File: config.mk
export PLATFORM = sky130hd
export DESIGN_NAME = branch_resolve_unit
export DESIGN_NICKNAME = d
export VERILOG_FILES = /design/src/rtl/branch_resolve_unit.sv
export SDC_FILE = /design/constraint.sdc
export NUM_CORES = 1
export LEC_CHECK = 0
export CORE_MARGIN = 1.5
export CORE_UTILIZATION = 35
export CTS_BUF_LIST = sky130_fd_sc_hd__clkbuf_2 sky130_fd_sc_hd__clkbuf_4 sky130_fd_sc_hd__clkbuf_8
export CTS_CLUSTER_DIAMETER = 200
export DETAILED_ROUTE_END_ITERATION = 6
export HOLD_SLACK_MARGIN = 0.15
export PLACE_DENSITY = 0.81
export SYNTH_ARGS = -nofsm -noshare
export SYNTH_HDL_FRONTEND = slang
export SYNTH_SLANG_ARGS = --single-unit
File: constraint.sdc
create_clock -name clk -period 6.7 [get_ports clk]
set_input_delay 1.34 -clock clk [delete_from_list [all_inputs] [get_ports clk]]
set_output_delay 1.34 -clock clk [all_outputs]
set_load 0.05 [all_outputs]
File: src/rtl/branch_resolve_unit.sv
// Registered branch resolution with a 2-bit-counter branch history table.
// Optional statistics counters: define BRANCH_RESOLVE_STATS_EN.
module branch_resolve_unit #(
  parameter int WIDTH     = 32,
  parameter int BHT_DEPTH = 16
) (
  input  logic             clk,
  input  logic             reset,
  input  logic             stall,
  input  logic             flush,
  input  logic             req_valid,
  input  logic [2:0]       req_cond,
  input  logic [WIDTH-1:0] req_a,
  input  logic [WIDTH-1:0] req_b,
  input  logic [31:0]      req_pc,
  input  logic             req_pred,
  input  logic [31:0]      lk_pc,
  output logic             lk_taken,
  output logic             res_valid,
  output logic             res_taken,
  output logic             res_mispredict,
  output logic [31:0]      res_pc,
  output logic [31:0]      stat_branches,
  output logic [31:0]      stat_mispred
);

  localparam int IDX_W = $clog2(BHT_DEPTH);

  localparam logic [2:0] C_NONE = 3'd0;
  localparam logic [2:0] C_BEQ  = 3'd1;
  localparam logic [2:0] C_BNE  = 3'd2;
  localparam logic [2:0] C_BLEZ = 3'd3;
  localparam logic [2:0] C_BGTZ = 3'd4;
  localparam logic [2:0] C_BLTZ = 3'd5;
  localparam logic [2:0] C_BGEZ = 3'd6;
  localparam logic [2:0] C_ALW  = 3'd7;

  logic [1:0]       bht [BHT_DEPTH];
  logic             req_taken;
  logic             res_pred;
  logic [2:0]       res_cond;
  logic [IDX_W-1:0] lk_idx;
  logic [IDX_W-1:0] tr_idx;
  logic             train;
  logic             a_zero;
  logic             a_neg;
  logic             unused_pc_bits;

  assign lk_idx = lk_pc[IDX_W+1:2];
  assign tr_idx = res_pc[IDX_W+1:2];
  assign unused_pc_bits = ^{lk_pc[31:IDX_W+2], lk_pc[1:0],
                            res_pc[31:IDX_W+2], res_pc[1:0]};

  assign a_zero = (req_a == '0);
  assign a_neg  = req_a[WIDTH-1];

  // Branch direction from the condition code and operands
  always_comb begin
    req_taken = 1'b0;
    unique case (req_cond)
      C_NONE: req_taken = 1'b0;
      C_BEQ:  req_taken = (req_a == req_b);
      C_BNE:  req_taken = (req_a != req_b);
      C_BLEZ: req_taken = a_neg | a_zero;
      C_BGTZ: req_taken = !a_neg && !a_zero;
      C_BLTZ: req_taken = a_neg;
      C_BGEZ: req_taken = !a_neg;
      C_ALW:  req_taken = 1'b1;
      default: req_taken = 1'b0;
    endcase
  end

  assign res_mispredict = res_valid & (res_taken != res_pred);

  // A live conditional result commits to the BHT on its first free edge
  assign train = res_valid && !stall && !flush &&
                 (res_cond != C_NONE) && (res_cond != C_ALW);

  assign lk_taken = bht[lk_idx][1];

  // Result stage: flush kills, stall holds, otherwise capture or bubble
  always_ff @(posedge clk) begin
    if (reset) begin
      res_valid <= 1'b0;
      res_taken <= 1'b0;
      res_pred  <= 1'b0;
      res_pc    <= '0;
      res_cond  <= C_NONE;
    end else if (flush) begin
      res_valid <= 1'b0;
      res_taken <= 1'b0;
    end else if (!stall) begin
      if (req_valid) begin
        res_valid <= 1'b1;
        res_taken <= req_taken;
        res_pred  <= req_pred;
        res_pc    <= req_pc;
        res_cond  <= req_cond;
      end else begin
        res_valid <= 1'b0;
        res_taken <= 1'b0;
      end
    end
  end

  // Saturating 2-bit counter training
  always_ff @(posedge clk) begin
    if (reset) begin
      for (int i = 0; i < BHT_DEPTH; i++)
        bht[i] <= 2'b01;
    end else if (train) begin
      if (res_taken) begin
        if (bht[tr_idx] != 2'b11)
          bht[tr_idx] <= bht[tr_idx] + 2'b01;
      end else begin
        if (bht[tr_idx] != 2'b00)
          bht[tr_idx] <= bht[tr_idx] - 2'b01;
      end
    end
  end

`ifdef BRANCH_RESOLVE_STATS_EN
  // Saturating counts of trained branches and their mispredicts
  always_ff @(posedge clk) begin
    if (reset) begin
      stat_branches <= '0;
      stat_mispred  <= '0;
    end else if (train) begin
      if (stat_branches != 32'hFFFF_FFFF)
        stat_branches <= stat_branches + 32'd1;
      if (res_mispredict && stat_mispred != 32'hFFFF_FFFF)
        stat_mispred <= stat_mispred + 32'd1;
    end
  end
`else
  assign stat_branches = '0;
  assign stat_mispred  = '0;
`endif

endmodule

Word-level counts from Yosys, hierarchy flattened:

Memory sizes are Yosys's and may differ from the RTL's. A register that Yosys moved wholly into a read port is not among the register bits.
Cells that the tools add are included.

* logic and storage cells: 62
* bits of input ports: 137
* bits in registers: 38
* bits in writable memories: 32
* output and inout bits: 100
* memories kept: 1

* mux-type cells: 21
* reductions and logical operators: 16
* add/subtract/negate cells: 2
* bitwise operators: 5
* equal/unequal tests: 12

Memories
* bht: depth 16, bits a word 2, read ports 2, clocked after Yosys merged registers in 1, wr ports 16, RTL line 38 `logic [1:0] bht [BHT_DEPTH];`

Operators with widths (number)
* 32-bit equality test: 1
* 32-bit zero test: 1
* 32-bit != test: 1
* 1-bit 2-to-1 mux: 15
* 3-bit equality test (second input constant): 4
* 4-bit 2-to-1 mux: 3
* 1-bit case mux with 8 select lines: 1
* 3-bit by 2-bit equality test with 1-bit output (second input constant): 2
* 1-bit logical AND: 5
* 1-bit zero test: 4
* 2-bit 2-to-1 mux: 2
* 2-bit OR reduction: 2
* 3-bit by 1-bit equality test with 1-bit output (second input constant): 1
* 3-bit zero test: 1
* 3-bit != test (second input constant): 1
* 3-bit AND reduction: 1
* 3-bit nonzero test: 1
* 2-bit by 1-bit adder with 2-bit output (second input constant): 1
* 2-bit != test (second input constant): 1
* 1-bit NOT: 2
* 1-bit OR: 2
* 2-bit nonzero test: 1
* 2-bit by 1-bit subtractor with 2-bit output (second input constant): 1
* 1-bit bitwise AND: 1
* 1-bit != test: 1

Longest topological paths before layout:

* depth after elaboration: 11
* gate-level depth with buffers: 9
* depth with buffers taken out: 6

Worst setup path before layout:

Ideal clock, no wire load.

* path kind: in2out
* start point: input port lk_pc[2]
* end point: output port lk_taken
* cell stages on the path: 2
* slack: 2.926 ns
* arrival: 2.434 ns
* cell sequence: mux4_2 > mux4_2

* word-level cells in the longest chain between the ends: 1

Ends and longest elaborated chain
* start, declared: RTL line 17 `input logic [31:0] lk_pc,`
* memory 16 x 2 bit
* end, declared: RTL line 18 `output logic lk_taken,`

No other way between the ends.

Final worst setup path:

Same ends and word-level chain as after synthesis.

==> results.json <==
{
  "fin_crit_sh_pct": 75.0,
  "required_ns": 5.36,
  "routedWlPerCell_um": 14.1,
  "rsz0062_at_grt": "false",
  "cp_num_cells": 4,
  "synth-simple-area-share_pct": 20.3,
  "hold_buffers": 0,
  "yosys.area_share.adder_pct": 0,
  "critPathMaxStageDelay_ns": 0.71,
  "core_um2": 12600,
  "ys.flop_type": "dfxtp_1",
  "area_delta_synth_final_pct": 34.1,
  "cts_buffer_depth": 2,
  "h-tree-depth": 3,
  "synth_cell_types": 43,
  "synth_top_family_by_area": "simple AND/OR/NAND/NOR gates",
  "dieArea_um2": 13600,
  "power_w": 0.00118,
  "worst_pin_slew_ns": 0.902,
  "die_w_um": 116,
  "cts_resized": 0,
  "firstDrtPassIters": 5,
  "fillers": 1182,
  "synth_area_leaders": "edfxtp_1 (21%), dfxtp_1 (19%), buf_4 (11%)",
  "cp_max_fo": 4,
  "start_kind": "input port",
  "cts_tree": "yes",
  "vias_per_cell": 4.83,
  "final.setup.tns_ns": 0,
  "yosysTopAreaCell": "edfxtp_1",
  "synth_area_um2": 4510,
  "initial_core_util_pct": 35.9,
  "synth.top_cells.by_count": "nand2_1 (103), buf_4 (65), dfxtp_1 (42)",
  "dp_hpwl_um": 8590,
  "ys_seq_area_share_pct": 40.0,
  "synth-xor-area-share_pct": 7.19,
  "final_nets": 765,
  "ir_worst_vdd_mv": 0.143,
  "drt_wl_total_um": 11400,
  "power_density_nw_per_um2": 195,
  "outcome": "complete, no violations",
  "hold_depth": 2,
  "yosys.area.top_type_share_pct": 21.3,
  "finalClockSkew_ns": 0.00975,
  "cp-end-kind": "output pin",
  "numCtsBuffers": 9,
  "max_freq_mhz": 199,
  "reg2reg_depth": 6,
  "fp.dieH_um": 116,
  "path_buf_inv": 2,
  "placed_area_um2": 5800,
  "ioPinCount": 237,
  "std_cell_rows": 41,
  "first_iter_violations": 223,
  "endpoint": "lk_taken",
  "postLayoutCellArea_um2": 6040,
  "setup_viol": 0,
  "worstSkewPairLatency_ns": 0.35,
  "drive_above_1_share_pct": 5.69,
  "ys_ff_latch": 74,
  "reg2reg_to": "bht[1][0]$_SDFFCE_PN1P_",
  "io_buffers": 144,
  "yosysMostFrequentCell": "nand2_1",
  "drc": 0,
  "antenna_found_initial": 0,
  "num_vias": 3889,
  "avgSynthCellArea_um2": 9.01,
  "synthArstFlopShare_pct": 0,
  "leakagePower_nw": 2.13,
  "synth_compound_area_share_pct": 10.5,
  "synth_edf_count": 32,
  "drv_cap": 0,
  "synth_warnings": 0,
  "slew_violations": 0,
  "synthMuxAreaShare_pct": 8.02,
  "path_cells": "clkdlybuf4s50_1 > mux4_2 > mux4_2 > clkdlybuf4s50_1",
  "r2r_slack_ns": 3.63,
  "cts-root-buf": "clkbuf_8",
  "slowest_stage": "clkdlybuf4s50_1",
  "cts_sinks": 74,
  "critical_path.top_delay_family": "buffers and inverters",
  "final.min_clock_period_ns": 5.03,
  "cts.clk_slew.worst_paths_ns": 0.08,
  "worstHoldPathType": "reg -> reg",
  "crit_start": "lk_pc[2]",
  "relSlewSlack_pct": 39.9,
  "hold_viol": 0,
  "critPathKind": "in -> out",
  "routabilityCongestion": 0.821,
  "worstPathArrival_ns": 3.69,
  "grt_pass1_vias": 3626,
  "grt_start_max_net_pins": 55,
  "postCtsSetupRepairBufs": 0,
  "synth_cells": 500,
  "grt_pass1_wl_um": 17800,
  "grt_usage_pct": 17.1,
  "drtAntennaViolNets": 0,
  "num_antenna_cells": 0,
  "hold_slack_ns": 0.454,
  "gr-total-overflow": 0
}
[worst register-to-register path: stages (launching register included)]
cell,delay (ns)
dfxtp_1,0.75
mux4_1,0.78
nand2_1,0.14
nor3_1,0.06
nor3_1,0.16
and3_1,0.63
a21o_1,0.26
[power by group]
part / total, W / switching (W) / internal [W]
combinational: 0.000261 / 0.000163 / 0.0000981
clock: 0.000422 / 0.000161 / 0.000261
sequential: 0.000494 / 0.0000133 / 0.000481
total: 0.00118 / 0.000337 / 0.000840
[kinds of logic (layout without fill, tap and decap cells)]
kind of cell,after synthesis,after routing
and+or+nand+nor,200,200
buffers and inverters,95,165
AOI/OAI and AO/OA,76,76
DFF,74,74
xor gates and xnor gates,37,37
muxes,17,17
other,1,64
[area by class of cell]
type                    count  area (µm²)  share of cell area, %
well taps                 172         215                   3.56
multi-input cells         394        2320                   38.4
clock inverters             5         101                   1.68
clock buffers              11         145                   2.40
repair buffers            146        1450                   24.0
inverters                   3        11.3                  0.186
flip-flops and latches     74        1800                   29.8
[state kept, by name, summed over array words and instances, names as in the netlist, named ones only]
| signal | count |
|---|---|
| res_pred | 1 |
| res_pc | 32 |
| res_cond | 3 |
| res_taken | 1 |
| res_valid | 1 |
| bht | 32 |
[routing by layer]
metal	global-route usage [%]	wire, µm	vias to the layer above
li1	-	-	1884
met1	21.3	4870	1821
met2	28.5	5530	169
met3	4.57	789	15
met4	6.42	198	0
met5	0	0	-
[per-stage QoR]
stage / worst slack (ns) / instances / utilization [%]
detailed placement: 1.66 / 789 / 46.1
finish: 1.67 / 805 / 48.1
global placement: 1.69 / 789 / 46.1
floorplan: 2.93 / 563 / -
global route: 1.58 / 805 / 48.1
CTS: 1.66 / 805 / 48.1
[how the worst min path moves through the flow]
stage                                   startpoint                  endpoint  slack (ns)
final                      res_pc[10]$_SDFFE_PP0P_   res_pc[10]$_SDFFE_PP0P_        0.45
after global routing       res_pc[15]$_SDFFE_PP0P_   res_pc[15]$_SDFFE_PP0P_        0.47
after CTS                   res_pc[1]$_SDFFE_PP0P_    res_pc[1]$_SDFFE_PP0P_        0.46
after detailed placement    res_pc[1]$_SDFFE_PP0P_    res_pc[1]$_SDFFE_PP0P_        0.45
after global placement      res_pc[1]$_SDFFE_PP0P_    res_pc[1]$_SDFFE_PP0P_        0.44
after floorplan           res_cond[0]$_SDFFE_PP0P_  res_cond[0]$_SDFFE_PP0P_        0.44
[cells in the final DEF, fill, tap and decap left out, types with 3 or more instances in the layout]
cell	n
bufinv_16	3
mux4_2	14
clkdlybuf4s50_1	143
nor2b_1	9
edfxtp_1	32
dfxtp_1	42
nand3_1	6
a21oi_1	37
xor2_1	36
a31oi_1	3
o21ai_0	3
nand2_1	103
nand2b_1	8
nand4_1	5
conb_1	64
nor2_1	17
nor3_1	24
a21o_1	16
clkbuf_8	10
nor4_1	21
o211ai_1	4
inv_1	3
(Power assumes the default switching activity.)
==> RTL change (same settings) <==
The option `BRANCH_RESOLVE_STATS_EN` is turned on by a define.
--- a/src/rtl/branch_resolve_unit.sv
+++ b/src/rtl/branch_resolve_unit.sv
@@ -2,2 +2,4 @@
 // Optional statistics counters: define BRANCH_RESOLVE_STATS_EN.
+`define BRANCH_RESOLVE_STATS_EN
+
 module branch_resolve_unit #(
Function: changed (Yosys sat finds a counterexample within 4 cycles, from zero or initial values and one cycle with reset high).
==> RTL change against the unedited design <==
Hold slack improved by 0.0017 ns; critical path type unchanged; power grew 54%; worst setup slack gained 0.0075 ns; synthesized cell count grew 51%; largest cell class unchanged; area after synthesis up 52%; combinational power decreased by 26%; cell count grew 52%; design area up 58%; sequential cell count rose by 64; die area rose by 51%; sequential share of layout area grew 2.4 points; sequential power is 77% higher; routed wire length up 68%; highest routed layer is now met5.
==> RTL change: results <==
# TYPE chip_impl_metric gauge
chip_impl_metric{name="ys_seq_area_share",unit="%"} 45.0
chip_impl_metric{name="count_of_distinct_cell_types_in_the_synthesized_netlist",unit=""} 44
chip_impl_metric{name="port-buffer-count",unit=""} 208
chip_impl_metric{name="clkLatencyLatePin",unit="ns"} 0.46
chip_impl_metric{name="fillers",unit=""} 1783
chip_impl_metric{name="worstMarginPinSlew",unit="ns"} 1.04
chip_impl_metric{name="dp_cells",unit=""} 1194
chip_impl_metric{name="p_int",unit="W"} 0.00134
chip_impl_metric{name="placement.cell_area",unit="um^2"} 9130
chip_impl_metric{name="clock-skew-final",unit="ns"} 0.0157
chip_impl_metric{name="grt_first_pass_wirelength",unit="um"} 30400
chip_impl_metric{name="number_of_antenna_violations_at_the_first_check_in_global_routing",unit=""} 1
chip_impl_metric{name="detailed_place_hpwl",unit="um"} 14100
chip_impl_metric{name="gp_routability_congestion",unit=""} 0.858
chip_impl_metric{name="post-layout-total-power",unit="W"} 0.00181
chip_impl_info{name="run_status",value="finished, final reports clean"} 1
chip_impl_metric{name="h-tree-depth",unit=""} 4
chip_impl_metric{name="post_cts_buffers",unit=""} 0
chip_impl_info{name="hold_end",value="res_pc[27]"} 1
chip_impl_metric{name="worst_slack_at_placement",unit="ns"} 1.67
chip_impl_metric{name="ctsResizeCount",unit=""} 0
chip_impl_info{name="synth.area.top_cells",value="sky130_fd_sc_hd__dfxtp_1, sky130_fd_sc_hd__edfxtp_1, sky130_fd_sc_hd__xnor2_1"} 1
chip_impl_metric{name="critical_path.max_fanout",unit=""} 4
chip_impl_metric{name="detail_route.wl_per_cell",unit="um"} 15.6
chip_impl_metric{name="holdPathStages",unit=""} 2
chip_impl_metric{name="synth_cells",unit=""} 757
chip_impl_metric{name="grt_pass1_vias",unit=""} 6011
chip_impl_metric{name="num-nets-final",unit=""} 1087
chip_impl_metric{name="fin_hold_ws",unit="ns"} 0.455
chip_impl_metric{name="clock_net_power",unit="W"} 0.000740
chip_impl_metric{name="grtUsageTotal",unit="%"} 19.1
chip_impl_metric{name="drive_above_1_share",unit="%"} 6.04
chip_impl_info{name="reg2reg_end",value="bht[11][0]"} 1
chip_impl_metric{name="detailedRoute.firstIterationViolations",unit=""} 273
chip_impl_metric{name="grt_start_max_net_pins",unit=""} 63
chip_impl_metric{name="power.leakage",unit="nW"} 3.17
chip_impl_metric{name="timing.reg2reg.setup_slack",unit="ns"} 3.66
chip_impl_metric{name="final_cells",unit=""} 1226
chip_impl_metric{name="sequentialPower",unit="W"} 0.000872
chip_impl_info{name="worstHoldStart",value="res_pc[27]"} 1
chip_impl_metric{name="route.vias.total",unit=""} 6283
RTL change: cell types whose count changed after synthesis, moves of 25 or more:
cell / unedited run / this run
sky130_fd_sc_hd__dfxtp_1: 42 / 106
sky130_fd_sc_hd__nor2_1: 18 / 72
sky130_fd_sc_hd__xnor2_1: 1 / 58
sky130_fd_sc_hd__nand4_1: 5 / 33
sky130_fd_sc_hd__and3_1: 1 / 26
sky130_fd_sc_hd__nand3_1: 6 / 40
sky130_fd_sc_hd__buf_4: 65 / 0
RTL change: area by class of cell:
class,count,area (um^2),area share (%)
inverter,3,11.3,0.118
clock inverter,14,184,1.92
multi-input combinational,575,3590,37.6
clock buffer,18,241,2.53
sequential,138,3080,32.3
timing repair buffer,213,2120,22.1
tap,265,332,3.47
RTL change: kinds of logic (layout without fill, tap and decap cells):
family | count (synthesis) | in the layout | share of synthesized area, %
buffers and inverters | 44 | 248 | 2.74
and+or+nand+nor | 385 | 385 | 27.8
xor gates and xnor gates | 93 | 93 | 11.9
muxes | 22 | 22 | 5.87
AOI/OAI and AO/OA | 73 | 73 | 6.44
DFF | 138 | 138 | 45.0
adders and majority gates | 2 | 2 | 0.365
RTL change: routing by layer:
layer  GRT usage, %  share of wire (%)  up-vias
li1               -                  -     3056
met1           21.5                 40     2937
met2           33.6                 51      255
met3           5.26                6.6       33
met4           8.25                2.6        2
met5              0              0.063        -
RTL change: worst max-delay path by stage:
stage                     slack [ns]  startpoint       end  cells past startpoint
after global routing            1.60    lk_pc[2]  lk_taken                      4
after CTS                       1.67    lk_pc[2]  lk_taken                      4
after detailed placement        1.67    lk_pc[2]  lk_taken                      4
after floorplan                 2.93    lk_pc[2]  lk_taken                      2
after global placement          1.67    lk_pc[2]  lk_taken                      4
final                           1.68    lk_pc[2]  lk_taken                      4
